File: src/rtl/program_loader.sv
// program_loader: frames sync/len/hi-lo byte pairs from the host link into program RAM writes, holding the CPU meanwhile.
// Define CHECKSUM_EN to require a trailing mod-256 checksum byte per frame.
module program_loader #(
  parameter int ADDR_WIDTH = 8,
  parameter int DATA_WIDTH = 12,
  parameter logic [7:0] SYNC_BYTE = 8'hA5,
  parameter int BASE_ADDR = 0
) (
  input  logic                  clk,
  input  logic                  rst_n,
  input  logic [7:0]            rx_data,
  input  logic                  rx_valid,
  output logic                  rx_ready,
  output logic [ADDR_WIDTH-1:0] mem_addr,
  output logic [DATA_WIDTH-1:0] mem_din,
  output logic                  mem_we,
  output logic                  cpu_hold,
  output logic                  load_done,
  output logic                  load_err
);
`ifdef CHECKSUM_EN
  typedef enum logic [2:0] {IDLE, LEN, HI, LO, WR, DONE, CSUM} state_t;
  localparam state_t LAST_ST = CSUM;
  logic [7:0] csum_q;
`else
  typedef enum logic [2:0] {IDLE, LEN, HI, LO, WR, DONE} state_t;
  localparam state_t LAST_ST = DONE;
`endif
  state_t state_q, state_d;
  logic [8:0] count_q;
  logic [7:0] hi_q;
  logic accept;
  assign rx_ready  = state_q != WR && state_q != DONE;
  assign accept    = rx_valid && rx_ready;
  assign mem_we    = state_q == WR;
  assign load_done = state_q == DONE;
  always_ff @(posedge clk or negedge rst_n)
    if (!rst_n) state_q <= IDLE;
    else state_q <= state_d;
  always_comb begin
    state_d = state_q;
    case (state_q)
      IDLE: state_d = accept && rx_data == SYNC_BYTE ? LEN : IDLE;
      LEN:  state_d = accept ? HI : LEN;
      HI:   state_d = accept ? LO : HI;
      LO:   state_d = accept ? WR : LO;
      WR:   state_d = count_q == 9'd1 ? LAST_ST : HI;
`ifdef CHECKSUM_EN
      CSUM: state_d = accept ? (rx_data == csum_q ? DONE : IDLE) : CSUM;
`endif
      default: state_d = IDLE;
    endcase
  end
  always_ff @(posedge clk or negedge rst_n)
    if (!rst_n) begin
      mem_addr <= ADDR_WIDTH'(BASE_ADDR);
      mem_din  <= '0;
      cpu_hold <= 1'b0;
      count_q  <= '0;
      hi_q     <= '0;
`ifdef CHECKSUM_EN
      csum_q   <= '0;
      load_err <= 1'b0;
`endif
    end else
      case (state_q)
        IDLE: if (accept && rx_data == SYNC_BYTE) begin
          cpu_hold <= 1'b1;
          mem_addr <= ADDR_WIDTH'(BASE_ADDR);
`ifdef CHECKSUM_EN
          csum_q   <= '0;
          load_err <= 1'b0;
`endif
        end
        LEN: if (accept) count_q <= rx_data == 8'd0 ? 9'd256 : {1'b0, rx_data};
        HI: if (accept) begin
          hi_q <= rx_data;
`ifdef CHECKSUM_EN
          csum_q <= csum_q + rx_data;
`endif
        end
        LO: if (accept) begin
          mem_din <= DATA_WIDTH'({hi_q, rx_data});
`ifdef CHECKSUM_EN
          csum_q <= csum_q + rx_data;
`endif
        end
        WR: begin
          mem_addr <= mem_addr + ADDR_WIDTH'(1);
          count_q  <= count_q - 9'd1;
        end
`ifdef CHECKSUM_EN
        CSUM: if (accept && rx_data != csum_q) begin
          load_err <= 1'b1;
          cpu_hold <= 1'b0;
        end
`endif
        DONE: cpu_hold <= 1'b0;
        default: ;
      endcase
`ifndef CHECKSUM_EN
  assign load_err = 1'b0;
`endif
endmodule
File: config.mk
export PLATFORM = sky130hd
export DESIGN_NAME = program_loader
export DESIGN_NICKNAME = d
export VERILOG_FILES = /design/src/rtl/program_loader.sv
export SDC_FILE = /design/constraint.sdc
export NUM_CORES = 1
export LEC_CHECK = 0
export ABC_AREA = 1
export CAP_MARGIN = 20
export CORE_AREA = 8 8 59 81
export CTS_BUF_LIST = sky130_fd_sc_hd__clkbuf_4
export DETAILED_ROUTE_END_ITERATION = 6
export DIE_AREA = 0 0 67 89
export DONT_BUFFER_PORTS = 1
export GPL_TIMING_DRIVEN = 1
export PLACE_DENSITY = 0.76
export SETUP_SLACK_MARGIN = 0.1
export SYNTH_ARGS = -nofsm -noshare
export SYNTH_HDL_FRONTEND = slang
export SYNTH_SLANG_ARGS = --single-unit
File: constraint.sdc
create_clock -name clk -period 1.4 [get_ports clk]
set_clock_uncertainty 0.15 [all_clocks]
set_input_delay 0.28 -clock clk [delete_from_list [all_inputs] [get_ports clk]]
set_output_delay 0.28 -clock clk [all_outputs]
set_load 0.02 [all_outputs]
==> results.cfg <==
[status]
status = finished, violations left
violations = negative setup slack

[routing]
ant_nets = 0
viasPerCell = 5.638
drtPass1Iterations = 4
routedWlPerCell_um = 17.65
wl_mm = 5.947
drt_iter0_drc = 137
num_vias = 1900
drc = 0

[grt]
antenna_found_initial = 0
grt_max_degree = 38
grt_pass1_wl_mm = 9.039
overflow = 0
grtUsageMet2_pct = 34.03
grt_pass1_vias = 1971
track_usage_pct = 19.61
top_usage_layer = met2
met3_usage_pct = 4.893
met1_usage_pct = 21.08

[layout]
antenna_cells = 0
fin_nets = 308
final_area_mm2 = 0.002765
fin_util_pct = 77.27
area_growth_pct = 41.21
nFillCells = 225
drive_gt1_share_pct = 44.41
stdcell_count = 337

[timing]
fmax_mhz = 608.2
maxSlewViolCount = 0
finalSetupViolCount = 38
fin_crit_ns = 1.644
slew_headroom_pct = 54.49
holdWs_ns = 0.02497
finalSetupTns_ns = -3.337
tightest_slew_ns = 0.6775
rsz0062_at_grt = true
finalHoldViolations = 0
period_share_pct = 117.5
fin_ws_ns = -0.2443

[yosys]
synth_edf_count = 0
synthFlopType = dfrtp_1
yosysSeqAreaShare_pct = 47.28
syn_inst = 238
syn_area_per_cell_um2 = 8.227
ys_top_cells_by_area = dfrtp_1 (47%), nand2_1 (12%), nand3_1 (7.2%), o21ai_2 (4.5%), o21ai_0 (4.3%)
syn_area_mm2 = 0.001958
synthTopCellsByCount = nand2_1 (63), dfrtp_1 (37), nand3_1 (28), inv_1 (22), nor2_1 (21)
async_flop_share_pct = 100.0
synth_top_area_cell = dfrtp_1
synth.top_cell.area_share_pct = 47.28
yosys_warnings = 0
yosysMostFrequentCell = nand2_1
ys_types = 27
synth_seq_cells = 37
synth_nets = 252

[power_and_ir_drop]
switching_power_mw = 2.609
combPwrFrac_pct = 49.2
p_seq_share_pct = 40.6
finalPower_mw = 5.663
power_density_mw_per_mm2 = 2048
p_int_mw = 3.054
power.leakage_nw = 1.337
swShare_pct = 46.07
p_clk_share_pct = 10.2
vdd_drop_max_uv = 1589

[clock_tree]
cts_tree = yes
clockBufferDepth = 2
h-tree-depth = 2
clk_latency_ns = 0.35
cts_made_buffers = 5
clk_pin_slew_ns = 0.11
cts_root_buffer = clkbuf_4
cts.sinks = 37

[worst_setup_path]
crit_type = reg2out
cp.arrival_ns = 1.21
cp-start-kind = flip-flop
cp.required_ns = 0.97
cp_max_fo = 3
setup.worst_path.end_class = output pin

[floorplan]
die_area_mm2 = 0.005963
dieHeight_um = 89
start_util_pct = 54.72
boundaryPins = 36
rows = 26
die_x_um = 67
fp.coreArea_mm2 = 0.003578

[placed_design]
place_area_mm2 = 0.002237
dp.cells = 299
place_congestion = 0.9495
pre_cts_slack_ns = -0.05316
dpl.hpwl_mm = 3.582
portBuffers = 0

[run]
drv_cap = 0

[min_path]
hp-class = in2reg
## metal layers
metal | up-vias | part of all wire [%]
met5 | - | 0
met4 | 0 | 5.1
met3 | 27 | 6.1
met2 | 79 | 52
met1 | 906 | 36
li1 | 888 | -
## sequential cells by signal, summed over array words and instances (netlist names)
name	count
mem_addr	8
mem_din	12
state_q	3
count_q	9
hi_q	4
cpu_hold	1
## worst paths after layout
path / depth (start not counted) / slack [ns] / from / to
worst max register to register: 8 / -0.17 / state_q[0] / mem_addr[1]
min in group asynchronous: 2 / 0.22 / rst_n / mem_din[6]
worst max-delay path: 4 / -0.24 / state_q[0] / mem_we
max in group asynchronous: 2 / 0.66 / rst_n / mem_addr[0]
worst min register to register: 2 / 0.36 / count_q[7] / count_q[7]
worst min-delay path: 3 / 0.02 / rx_data[4] / mem_din[4]
## cells by family after synthesis
logic type / after synthesis / synth area share, %
compound gates: 35 / 10.86
flops: 37 / 47.28
fa+ha+maj: 3 / 1.917
other cells: 1 / 0.1915
simple gates: 132 / 31.63
buf+inv: 30 / 8.115
## cells in the final DEF, fill, tap and decap left out, types with 2 or more instances in the layout
master and n:
nand2_1 44, dfrtp_1 28, buf_4 28, nand3_1 19, nand2_2 18, inv_1 17
nor2_1 16, o21ai_0 12, o21ai_2 11, buf_6 11, nand3_2 10, dfrtp_2 9
nand2_4 7, nor2_4 7, o21ai_1 7, dlygate4sd3_1 7, clkbuf_4 6, inv_2 4
nand4_1 4, a21oi_1 4, nor2_2 3, ha_4 3, buf_12 3, inv_4 2
nor3_1 2, nand3b_1 2, clkinv_2 2
## critical path, stage by stage (launching register included)
cell and delay, ns:
dfrtp_2 0.46, nor2_4 0.16, nand2_4 0.09, inv_8 0.06, buf_12 0.10
## cell type report
class | count | area (um^2) | share of cell area (%)
Inverter | 25 | 111.4 | 4.027
Tap cell | 42 | 52.55 | 1.900
Clock buffer | 6 | 45.04 | 1.629
Clock inverter | 2 | 10.01 | 0.3620
Multi-Input combinational cell | 174 | 1092 | 39.50
Sequential cell | 37 | 937.1 | 33.89
Timing Repair Buffer | 51 | 516.7 | 18.69
## power by group through the flow
stage	logic (mW)	clock network, mW	registers, mW
floorplan	1.34	0	2.28
global placement	2.04	0	2.23
detailed placement	2.08	0	2.24
CTS	2.47	0.584	2.23
global route	3.05	0.641	2.36
finish	2.79	0.579	2.30
## what timing repair did
item                                    in CTS  in global routing
gates resized for setup                     19                 43
buffers inserted                            14                  3
pin swaps                                    4                 13
hold buffers                                 8                  0
endpoints found under the setup margin      41                 49
gates cloned                                 2                  3
endpoints found under the hold margin       49                  0
Power figures use the tool's default switching activity.
